### config.mk
export PLATFORM = sky130hd
export DESIGN_NAME = intmul_arbiter
export DESIGN_NICKNAME = d
export VERILOG_FILES = /design/src/rtl/intmul_arbiter.sv
export SDC_FILE = /design/constraint.sdc
export NUM_CORES = 1
export LEC_CHECK = 0
export CORE_AREA = 3 3 359 361
export CTS_CLUSTER_SIZE = 16
export DETAILED_ROUTE_END_ITERATION = 10
export DIE_AREA = 0 0 362 364
export REMOVE_ABC_BUFFERS = 1
export SLEW_MARGIN = 0
export SYNTH_ARGS = -nofsm -noshare
export SYNTH_HDL_FRONTEND = slang
export SYNTH_SLANG_ARGS = --single-unit
### constraint.sdc
create_clock -name clk -period 11 [get_ports clk]
set_clock_uncertainty 0.1 [all_clocks]
set_input_delay 1.1 -clock clk [delete_from_list [all_inputs] [get_ports clk]]
set_output_delay 1.1 -clock clk [all_outputs]
set_load 0.02 [all_outputs]
### src/rtl/intmul_arbiter.sv
// Round-robin front end that shares one pipelined intmul between NUM_REQ requesters.
// Products return through a credit-controlled first-word-fall-through FIFO, tagged by requester.
module intmul_arbiter #(
  parameter int LOGQ       = 64,
  parameter int NUM_REQ    = 4,
  parameter int MUL_LAT    = 2,
  parameter int FIFO_DEPTH = 4,
  localparam int ID_W      = (NUM_REQ > 1) ? $clog2(NUM_REQ) : 1
) (
  input  logic                    clk,
  input  logic                    rst,
  input  logic [NUM_REQ-1:0]      req_valid,
  output logic [NUM_REQ-1:0]      req_ready,
  input  logic [NUM_REQ*LOGQ-1:0] req_a,
  input  logic [NUM_REQ*LOGQ-1:0] req_b,
  output logic [LOGQ-1:0]         mul_a,
  output logic [LOGQ-1:0]         mul_b,
  input  logic [2*LOGQ-1:0]       mul_c,
  output logic                    res_valid,
  input  logic                    res_ready,
  output logic [2*LOGQ-1:0]       res_data,
  output logic [ID_W-1:0]         res_id,
  output logic                    busy
);

  localparam int CNT_W = $clog2(FIFO_DEPTH + 1);
  localparam int PTR_W = (FIFO_DEPTH > 1) ? $clog2(FIFO_DEPTH) : 1;
  localparam logic [CNT_W-1:0] DEPTH_C   = CNT_W'(FIFO_DEPTH);
  localparam logic [ID_W:0]    NUM_REQ_C = (ID_W+1)'(NUM_REQ);
  localparam logic [ID_W-1:0]  LAST_ID   = ID_W'(NUM_REQ - 1);
  localparam logic [PTR_W-1:0] LAST_PTR  = PTR_W'(FIFO_DEPTH - 1);

  typedef struct packed {
    logic            valid;
    logic [ID_W-1:0] id;
  } tag_t;

  logic                run_q;
  logic [ID_W-1:0]     rr_ptr;
  logic [CNT_W-1:0]    cnt;
  logic                pop;
  logic                push;
  logic                can_issue;
  logic                issue;
  logic [NUM_REQ-1:0]  grant;
  logic [ID_W-1:0]     grant_id;

  // Entry 0 sits beside mul_a/mul_b; entries 1..MUL_LAT shadow the multiplier stages,
  // so tag_pipe[MUL_LAT] leaves in the same cycle as the matching mul_c.
  tag_t tag_pipe [0:MUL_LAT];

  logic [2*LOGQ+ID_W-1:0] fifo_mem [FIFO_DEPTH];
  logic [PTR_W-1:0]       wr_ptr;
  logic [PTR_W-1:0]       rd_ptr;
  logic [CNT_W-1:0]       fifo_cnt;

  function automatic logic [ID_W-1:0] next_id(input logic [ID_W-1:0] id);
    return (id == LAST_ID) ? '0 : id + 1'b1;
  endfunction

  function automatic logic [PTR_W-1:0] next_ptr(input logic [PTR_W-1:0] p);
    return (p == LAST_PTR) ? '0 : p + 1'b1;
  endfunction

  assign res_valid = (fifo_cnt != '0);
  assign pop       = res_valid & res_ready;
  assign push      = tag_pipe[MUL_LAT].valid;
  assign busy      = (cnt != '0);

  // A pop at this edge returns a credit that the same edge may spend.
  assign can_issue = run_q && ((cnt - CNT_W'(pop)) < DEPTH_C);

  always_comb begin
    logic [ID_W:0] idx;
    logic          found;
    // NOTE: every variable gets a default before the loop so no latch is inferred.
    grant    = '0;
    grant_id = '0;
    found    = 1'b0;
    idx      = '0;
    for (int j = 0; j < NUM_REQ; j++) begin
      idx = {1'b0, rr_ptr} + (ID_W+1)'(j);
      if (idx >= NUM_REQ_C) idx = idx - NUM_REQ_C;
      if (!found && req_valid[idx[ID_W-1:0]]) begin
        found                  = 1'b1;
        grant[idx[ID_W-1:0]]   = 1'b1;
        grant_id               = idx[ID_W-1:0];
      end
    end
    if (!can_issue) begin
      grant    = '0;
      grant_id = '0;
    end
  end

  assign req_ready = grant;
  assign issue     = |grant;

  always_ff @(posedge clk or negedge rst) begin
    if (!rst) begin
      run_q    <= 1'b0;
      rr_ptr   <= '0;
      cnt      <= '0;
      mul_a    <= '0;
      mul_b    <= '0;
      wr_ptr   <= '0;
      rd_ptr   <= '0;
      fifo_cnt <= '0;
      for (int s = 0; s <= MUL_LAT; s++) tag_pipe[s] <= '0;
    end else begin
      // NOTE: state is updated with non-blocking assignments so every stage sees pre-edge values.
      run_q <= 1'b1;
      if (issue) begin
        rr_ptr <= next_id(grant_id);
        mul_a  <= req_a[grant_id*LOGQ +: LOGQ];
        mul_b  <= req_b[grant_id*LOGQ +: LOGQ];
      end
      tag_pipe[0] <= '{valid: issue, id: grant_id};
      for (int s = 1; s <= MUL_LAT; s++) tag_pipe[s] <= tag_pipe[s-1];
      cnt <= cnt + CNT_W'(issue) - CNT_W'(pop);
      if (push) wr_ptr <= next_ptr(wr_ptr);
      if (pop)  rd_ptr <= next_ptr(rd_ptr);
      fifo_cnt <= fifo_cnt + CNT_W'(push) - CNT_W'(pop);
    end
  end

  // NOTE: the FIFO storage has no reset; the pointers and fifo_cnt alone define which entries are live.
  always_ff @(posedge clk) begin
    if (push) fifo_mem[wr_ptr] <= {mul_c, tag_pipe[MUL_LAT].id};
  end

  assign {res_data, res_id} = fifo_mem[rd_ptr];

  a_no_push_when_full: assert property (@(posedge clk) disable iff (!rst)
    !(push && (fifo_cnt == DEPTH_C)));
  a_cnt_range: assert property (@(posedge clk) disable iff (!rst) cnt <= DEPTH_C);
  a_fifo_within_credit: assert property (@(posedge clk) disable iff (!rst) fifo_cnt <= cnt);
  a_grant_onehot: assert property (@(posedge clk) disable iff (!rst)
    $onehot0(req_ready) && ((req_ready & ~req_valid) == '0));

endmodule

==> results of run 1 <==
cells in the final DEF (no fill, tap or decap), drive strengths merged, types with 6 or more instances in the layout:
master,count
clkdlybuf4s50,909
clkinv,26
clkbuf,91
mux4,133
nor2,9
dfrtp,150
inv,20
edfxtp,520
diode,25
mux2,6
a21oi,9
o21ai,7
nand2,653
clkinvlp,9
xnor2,6
buf,26
and3,257
ha,17
bufinv,8
o31ai,130
worst max-delay path: stages, from the launching register on:
cell             delay [ns]
dfrtp_1                0.75
inv_1                  0.25
ha_1                   0.48
or3_4                  0.46
or4b_4                 0.51
o311ai_4               0.18
nand2_1                0.11
a21oi_1                0.31
clkdlybuf4s50_1        0.86
routing by layer:
metal	vias up	part of all wire	wire, µm	global-route usage
met2	935	0.51	58890	0.2930
met3	202	0.10	12140	0.06727
met5	-	0.00087	101	0
met1	10700	0.35	40700	0.1840
li1	9531	-	-	-
met4	16	0.032	3743	0.06057
cells by family after synthesis:
kind of cell | Yosys count | synth area share
multiplexers | 144 | 0.1057
buffers and inverters | 165 | 0.02548
other | 1 | 0.0001273
AO/OA/AOI/OAI | 159 | 0.05653
XOR/XNOR | 6 | 0.001784
flip-flops | 670 | 0.6574
AND/OR/NAND/NOR | 943 | 0.1444
adder cells (fa/ha/maj) | 19 | 0.008579
stage by stage:
stage	setup WS, ns	hold slack, ns	utilization	TNS [ns]	cell area, µm²
finish	5.254	0.2413	0.3410	0	42880
global route	5.015	0.2478	0.3408	0	42850
CTS	5.152	0.2054	0.3405	0	42820
detailed placement	5.264	0.2379	0.3201	0	40250
global placement	5.413	0.2350	0.3201	0	40250
floorplan	-0.03729	0.2312	-	-4.375	28760
registers in the layout, summed over array words and instances, names as in the netlist:
name and flops:
cnt 3, fifo_cnt 3, fifo_mem 520, mul_a 64, mul_b 64, push 1, rd_ptr 2, rr_ptr 2
run_q 1, tag_pipe 8, wr_ptr 2
worst paths after layout:
path                                          to  slack [ns]  cells after the start             startpoint
hold / removal                    push$_DFF_PN0_        0.24                      0  tag_pipe[5]$_DFF_PN0_
hold reg to reg                   push$_DFF_PN0_        0.24                      0  tag_pipe[5]$_DFF_PN0_
min in group asynchronous  mul_b[49]$_DFFE_PN0P_        0.28                      1                    rst
max in group asynchronous  rd_ptr[0]$_DFFE_PN0P_        9.22                      2                    rst
setup / recovery                    req_ready[0]        5.25                      8  rr_ptr[1]$_DFFE_PN0P_
setup reg to reg           mul_a[11]$_DFFE_PN0P_        5.64                     11  rr_ptr[1]$_DFFE_PN0P_
layout make-up:
class | instances | area (µm²)
well taps | 1650 | 2064
clock buffers | 90 | 2006
clock inverters | 49 | 561.8
multi-input cells | 1272 | 9398
inverters | 14 | 52.55
flip-flops and latches | 670 | 19380
diodes | 25 | 62.56
fillers | 12301 | 82850
repair buffers | 936 | 9358
synthesized netlist by cell type, drive strengths merged, types with 2 or more instances:
library cell and n:
o211ai 2, and2 4, dfrtp 150, a21oi 9, nand2 653, mux4 133
xnor2 6, mux2i 5, nor3b 3, a41o 4, and3 257, ha 17
buf 66, nand3 5, nor3 2, nand2b 2, mux2 6, o21ai 7
clkbuf 85, fa 2, inv 14, or3 3, o31ai 130, nor2 9
edfxtp 520
power groups by stage:
stage	Clock [mW]	Combinational, mW	Sequential (mW)
6_report	2.61	5.99	3.62
5_1_grt	2.80	6.45	3.68
4_1_cts	2.70	6.09	3.64
3_5_place_dp	0	6.07	3.67
3_3_place_gp	0	6.04	3.66
2_1_floorplan	0	3.73	4.01
==> impl_metrics.env, run 1 <==
export IMPL_grt_pass1_vias=21376
export IMPL_final_cell_count_no_fill=4706
export IMPL_internal_power_mw=7.362
export IMPL_first_iter_violations=1758
export IMPL_yosys_area_top_type="edfxtp_1"
export IMPL_dp_cells=4542
export IMPL_clk_path_buf_depth=3
export IMPL_hold_viol_final=0
export IMPL_holdBufCountCts=0
export IMPL_p_switching_mw=4.862
export IMPL_cts_resized=0
export IMPL_num_vias=21384
export IMPL_fin_crit_sh=0.5224
export IMPL_drc_errors=0
export IMPL_dieArea_um2=131800
export IMPL_cts_clk_slew_worst_paths_ns=0.07
export IMPL_cp_start_kind="flop"
export IMPL_rsz0062_at_grt="no"
export IMPL_viasPerCell=4.544
export IMPL_slew_violations=0
export IMPL_place_congestion=0.9156
export IMPL_finalSetupViolCount=0
export IMPL_synthTopCellsByArea="edfxtp_1, dfrtp_1, mux4_2"
export IMPL_hp_class="flop to flop"
export IMPL_synth_top_cell_area_share=0.5300
export IMPL_synthDistinctLibCells=45
export IMPL_crit_required_ns=9.80
export IMPL_power_leakage_nw=15.86
export IMPL_p_per_area_nw_per_um2=285.1
export IMPL_wirelength_um=115600
export IMPL_yosysWarnings=0
export IMPL_post_cts_buffers=0
export IMPL_p_sw_frac=0.3977
export IMPL_finalPower_mw=12.22
export IMPL_cp_end_kind="primary output"
export IMPL_arrival_ns=4.55
export IMPL_maxCapViolCount=0
export IMPL_slew_headroom=0.2153
export IMPL_track_usage=0.1679
export IMPL_grt_pass1_wl_um=159000
export IMPL_htreeDepth=3
export IMPL_ys_flop_type="edfxtp_1"
export IMPL_area_growth_synth_to_final_pct=45.54
export IMPL_synth_cell_area_um2=29460
export IMPL_synth_edf_count=520
export IMPL_path_max_fanout=16
export IMPL_syn_inst=2107
export IMPL_critPathKind="flop to primary output"
export IMPL_fmax_mhz=174.0
export IMPL_pwr_share_seq=0.296
export IMPL_seq_area_frac_synth=0.6574
export IMPL_cts_buffers=77
export IMPL_port_buffer_count=910
export IMPL_die_h_um=364
export IMPL_peakVddDrop_v=0.0002790
export IMPL_start_util=0.2343
export IMPL_p_comb_frac=0.490
export IMPL_die_w_um=362
export IMPL_overflow=0
export IMPL_wire_per_inst_um=24.56
export IMPL_nNetsFinal=3637
export IMPL_drtPass1Iterations=5
export IMPL_grt_start_max_net_pins=162
export IMPL_min_period_ns=5.746
export IMPL_cts_root_buf="clkbuf_16"
export IMPL_synth_avg_cell_area_um2=13.98
export IMPL_ant_nets=0
export IMPL_io_pins=911
export IMPL_drive_above_1_share=0.1297
export IMPL_cts_sinks=670
export IMPL_fp_row_count=130
export IMPL_clk_latency_ns=0.66
export IMPL_cts_tree="built"
export IMPL_clock_power_share=0.214
export IMPL_status="finished, final reports clean"
export IMPL_synth_seq_cells=670
export IMPL_antenna_found_initial=61
export IMPL_worst_pin_slew_ns=1.147
export IMPL_core_area_um2=125700
export IMPL_dp_hpwl_um=85570
export IMPL_synthArstFlopShare=0.2239
No activity file was read; power rests on OpenSTA's default activity.
==> inputs of run 2 (changes only) <==
CORE_AREA = 3 3 356 358   (was 3 3 359 361)
DIE_AREA = 0 0 359 361   (was 0 0 362 364)
clock period = 4.8 ns   (was 11 ns; I/O delays follow)
==> impl_metrics.env, run 2 (synthesized netlist as in run 1, its figures left out) <==
export IMPL_slew_violations=0
export IMPL_clk_path_buf_depth=3
export IMPL_num_fill_cells=12123
export IMPL_whs_ns=0.2462
export IMPL_crit_chain="inv_1 > ha_1 > or3_4 > or4b_4 > o311ai_4 > nand2_1 > a21oi_1 > clkdlybuf4s50_1"
export IMPL_largest_reg_flops=520
export IMPL_final_common_cell="clkdlybuf4s50_1"
export IMPL_min_period_ns=4.501
export IMPL_cts_clk_slew_worst_paths_ns=0.06
export IMPL_start_util=0.2383
export IMPL_cts_tree="built"
export IMPL_place_congestion=0.8982
export IMPL_rsz0062_at_grt="no"
export IMPL_track_usage=0.1701
export IMPL_cts_buffers=78
export IMPL_critPathKind="flop to primary output"
export IMPL_drive_above_1_share=0.1344
export IMPL_finalSetupTns_ns=0
export IMPL_overflow=0
export IMPL_clk_latency_ns=0.65
export IMPL_cts_root_buf="clkbuf_16"
export IMPL_dieArea_um2=129600
export IMPL_seq_area_um2=19380
export IMPL_layout_common_cells="clkdlybuf4s50_1, nand2_1, edfxtp_1"
export IMPL_slew_headroom=0.3403
export IMPL_p_per_area_nw_per_um2=658.3
export IMPL_worst_pin_slew_ns=0.9896
export IMPL_hp_class="flop to flop"
export IMPL_grt_pass1_wl_um=159200
export IMPL_first_iter_violations=1667
export IMPL_status="finished, final reports clean"
export IMPL_fp_row_count=129
export IMPL_cts_sinks=670
export IMPL_arrival_ns=3.92
export IMPL_grt_start_max_net_pins=155
export IMPL_cpPeakStageDelay_ns=0.85
export IMPL_maxCapViolCount=0
export IMPL_dp_hpwl_um=84170
export IMPL_final_area_um2=43220
export IMPL_peakVddDrop_v=0.0005515
export IMPL_cp_start_kind="flop"
export IMPL_port_buffer_count=910
export IMPL_fin_crit_sh=0.9378
export IMPL_hold_viol_final=0
export IMPL_slowest_stage="clkdlybuf4s50_1"
export IMPL_largest_register="fifo_mem"
export IMPL_num_vias=21302
export IMPL_finalSetupViolCount=0
export IMPL_drtPass1Iterations=5
export IMPL_multiInputGateArea_um2=9398
export IMPL_cp_end_kind="primary output"
export IMPL_grt_pass1_vias=21478
export IMPL_dpl_cell_area_um2=40570
export IMPL_wire_per_inst_um=24.26
export IMPL_drc_errors=0
export IMPL_die_w_um=359
export IMPL_area_growth_synth_to_final_pct=46.70
export IMPL_fin_util=0.3496
export IMPL_nNetsFinal=3655
export IMPL_io_pins=911
export IMPL_fmax_mhz=222.2
export IMPL_core_area_um2=123600
export IMPL_wirelength_um=114700
export IMPL_htreeDepth=3
export IMPL_antenna_found_initial=73
export IMPL_ant_nets=0
export IMPL_crit_required_ns=4.22
export IMPL_viasPerCell=4.506
export IMPL_path_max_fanout=9
export IMPL_post_cts_buffers=0
export IMPL_die_h_um=361
export IMPL_power_leakage_nw=16.04
export IMPL_top_regs="fifo_mem x520, mul_a x64, mul_b x64"
[run 2: critical path, delay by kind of cell, from the launching register on]
family                     cells  cell delay (ns)
and+or+nand+nor                3             1.05
buffers and inverters          2             1.04
AOI/OAI and AO/OA              2             0.41
adders and majority gates      1             0.39
DFF                            1             0.37
[run 2: worst paths after layout]
path,end,depth (start not counted),slack (ns),startpoint
worst max-delay path,req_ready[0],8,0.30,rr_ptr[0]$_DFFE_PN0P_
worst max register to register,mul_a[3]$_DFFE_PN0P_,11,0.87,rr_ptr[0]$_DFFE_PN0P_
min in group asynchronous,tag_pipe[0]$_DFF_PN0_,2,0.41,rst
worst min-delay path,push$_DFF_PN0_,0,0.25,tag_pipe[5]$_DFF_PN0_
max in group asynchronous,mul_a[56]$_DFFE_PN0P_,3,3.18,rst
worst min register to register,push$_DFF_PN0_,0,0.25,tag_pipe[5]$_DFF_PN0_
[run 2: routing by layer]
| metal | part of all wire | vias to the layer above | GRT usage |
|---|---|---|---|
| met5 | 0.0019 | - | 0 |
| met4 | 0.042 | 32 | 0.09079 |
| met3 | 0.11 | 209 | 0.07371 |
| met2 | 0.50 | 871 | 0.2825 |
| met1 | 0.35 | 10594 | 0.1833 |
| li1 | - | 9596 | - |
[run 2: through the flow]
stage          total power [mW]  std cells  setup WS [ns]
6_report                  28.45       4727         0.2987
5_1_grt                   30.09       4714        0.06168
4_1_cts                   28.94       4688         0.1401
3_5_place_dp              22.84       4545         0.4663
3_3_place_gp              22.82       4545         0.5201
2_1_floorplan             16.50       1956         -6.237
[run 2: final cells by class]
type                    count  share of cell area
diodes                     39            0.002258
clock buffers              99             0.04889
clock inverters            43             0.01002
inverters                  14            0.001216
multi-input cells        1272              0.2174
flip-flops and latches    670              0.4483
well taps                1637             0.04739
repair buffers            953              0.2245
[run 2: power breakdown]
group / switching (mW) / internal, mW
Combinational: 8.21 / 6.13
Sequential: 0.617 / 7.56
Clock: 2.51 / 3.42
[run 2: repair_timing]
item,CTS,global route
resized for setup,0,1
endpoints found under the hold margin,78,0
endpoints found under the setup margin,0,1
hold buffers,1,0
==> inputs of run 3 (changes only) <==
GPL_TIMING_DRIVEN = 0   (was default)
==> impl_metrics.env, run 3 (synthesized netlist as in run 1, its figures left out) <==
export IMPL_slew_headroom=0.4185
export IMPL_grt_start_max_net_pins=84
export IMPL_nNetsFinal=3659
export IMPL_final_area_um2=43510
export IMPL_internal_power_mw=17.33
export IMPL_power_leakage_nw=16.16
export IMPL_cts_clk_slew_worst_paths_ns=0.06
export IMPL_drtPass1Iterations=5
export IMPL_clk_latency_ns=0.65
export IMPL_maxCapViolCount=0
export IMPL_seq_area_um2=19380
export IMPL_arrival_ns=3.99
export IMPL_path_max_fanout=26
export IMPL_fp_row_count=129
export IMPL_cts_tree="built"
export IMPL_first_iter_violations=1591
export IMPL_cts_sinks=670
export IMPL_cp_end_kind="primary output"
export IMPL_p_per_area_nw_per_um2=665.3
export IMPL_grt_pass1_vias=21546
export IMPL_die_h_um=361
export IMPL_status="finished, final reports clean"
export IMPL_min_period_ns=4.567
export IMPL_slew_violations=0
export IMPL_rsz0062_at_grt="no"
export IMPL_clk_path_buf_depth=3
export IMPL_p_switching_mw=11.62
export IMPL_htreeDepth=3
export IMPL_hold_path_cell_count=0
export IMPL_antenna_found_initial=66
export IMPL_track_usage=0.1741
export IMPL_crit_required_ns=4.22
export IMPL_pwr_share_seq=0.286
export IMPL_final_cell_count_no_fill=4714
export IMPL_num_vias=21300
export IMPL_dp_hpwl_um=85940
export IMPL_hold_viol_final=0
export IMPL_cp_start_kind="flop"
export IMPL_num_fill_cells=12116
export IMPL_layout_common_cells="clkdlybuf4s50_1, nand2_1, edfxtp_1"
export IMPL_multiInputGateArea_um2=9463
export IMPL_final_common_cell="clkdlybuf4s50_1"
export IMPL_largest_register="fifo_mem"
export IMPL_cts_root_buf="clkbuf_16"
export IMPL_start_util=0.2383
export IMPL_peakVddDrop_v=0.0004166
export IMPL_wirelength_um=116700
export IMPL_p_sw_frac=0.4013
export IMPL_overflow=0
export IMPL_hp_class="flop to flop"
export IMPL_fmax_mhz=219.0
export IMPL_dpl_cell_area_um2=40940
export IMPL_finalSetupTns_ns=0
export IMPL_viasPerCell=4.518
export IMPL_die_w_um=359
export IMPL_ant_nets=0
export IMPL_fin_crit_sh=0.9514
export IMPL_drc_errors=0
export IMPL_largest_reg_flops=520
export IMPL_dp_cells=4542
export IMPL_dieArea_um2=129600
export IMPL_r2r_cells=12
export IMPL_drive_above_1_share=0.1362
export IMPL_grt_pass1_wl_um=162700
export IMPL_port_buffer_count=910
export IMPL_clock_power_share=0.195
export IMPL_wire_per_inst_um=24.75
export IMPL_finalSetupViolCount=0
export IMPL_cts_buffers=77
export IMPL_p_comb_frac=0.519
export IMPL_top_regs="fifo_mem x520, mul_a x64, mul_b x64"
export IMPL_core_area_um2=123600
export IMPL_critPathKind="flop to primary output"
export IMPL_place_congestion=0.8819
export IMPL_worst_pin_slew_ns=0.8722
export IMPL_area_growth_synth_to_final_pct=47.68
export IMPL_io_pins=911
==> run 3: cell count changes in the layout (fill, tap and decap cells not counted), sizes merged, moves of 2 or more <==
cell / delta
clkdlybuf4s50: -2
dlygate4sd2: +2
inv: +2
clkinvlp: -4
clkinv: +4
buf: +3
a41o: +2
diode: -17
clkbuf: -3
==> run 3: critical path, stage by stage (launching register included) <==
cell             delay [ns]
dfrtp_4                0.61
inv_1                  0.25
ha_2                   0.39
or3_4                  0.43
or4b_4                 0.51
o311ai_4               0.13
nand2_1                0.10
a21oi_1                0.21
clkdlybuf4s50_1        0.70
==> run 3: through the flow <==
step	worst slack (ns)	hold slack (ns)	utilization	power, mW
floorplan	-6.237	0.08441	-	16.50
global placement	-15.96	0.2328	0.3229	20.24
detailed placement	-0.8233	0.2347	0.3311	23.36
CTS	0.04646	0.2444	0.3514	29.53
global route	0.03289	0.2617	0.3517	30.70
finish	0.2333	0.2475	0.3519	28.95
==> run 3: final timing paths <==
| check | from | endpoint | slack, ns |
|---|---|---|---|
| max in group asynchronous | rst | mul_a[33]$_DFFE_PN0P_ | 3.24 |
| worst min-delay path | tag_pipe[3]$_DFF_PN0_ | tag_pipe[0]$_DFF_PN0_ | 0.25 |
| worst min register to register | tag_pipe[3]$_DFF_PN0_ | tag_pipe[0]$_DFF_PN0_ | 0.25 |
| worst max-delay path | rr_ptr[0]$_DFFE_PN0P_ | req_ready[3] | 0.23 |
| min in group asynchronous | rst | fifo_cnt[1]$_DFF_PN0_ | 0.38 |
| worst max register to register | rr_ptr[0]$_DFFE_PN0P_ | mul_a[7]$_DFFE_PN0P_ | 0.28 |
==> run 3: final cells by class <==
cell class,count,share of cell area
antenna,22,0.001265
clock buffer,97,0.04601
clock inverter,44,0.009087
inverter,14,0.001208
multi-input combinational,1275,0.2175
sequential,670,0.4454
tap,1637,0.04707
timing repair buffer,955,0.2324
==> run 3: repair_timing <==
| item | in CTS | in global routing |
|---|---|---|
| cloned | 3 | 0 |
| buffers inserted | 3 | 2 |
| hold endpoints to repair | 67 | 0 |
| hold buffers | 1 | 0 |
| pin swaps | 3 | 1 |
| resized for setup | 15 | 0 |
| setup endpoints to repair | 126 | 1 |
==> run 3: power groups by stage <==
stage                     combinational (mW)  clock [mW]  sequential, mW
after floorplan                         7.23           0            9.27
final                                   15.0        5.66            8.27
after CTS                               15.3        5.91            8.30
after global routing                    16.2        6.11            8.43
after detailed placement                15.0           0            8.39
after global placement                  11.5           0            8.72
==> run 3: layer usage <==
| metal | vias to the layer above | global-route usage | share of wire |
|---|---|---|---|
| met1 | 10566 | 0.1901 | 0.35 |
| met4 | 18 | 0.06606 | 0.037 |
| li1 | 9596 | - | - |
| met5 | - | 0 | 0.00088 |
| met3 | 221 | 0.06220 | 0.099 |
| met2 | 899 | 0.3090 | 0.51 |
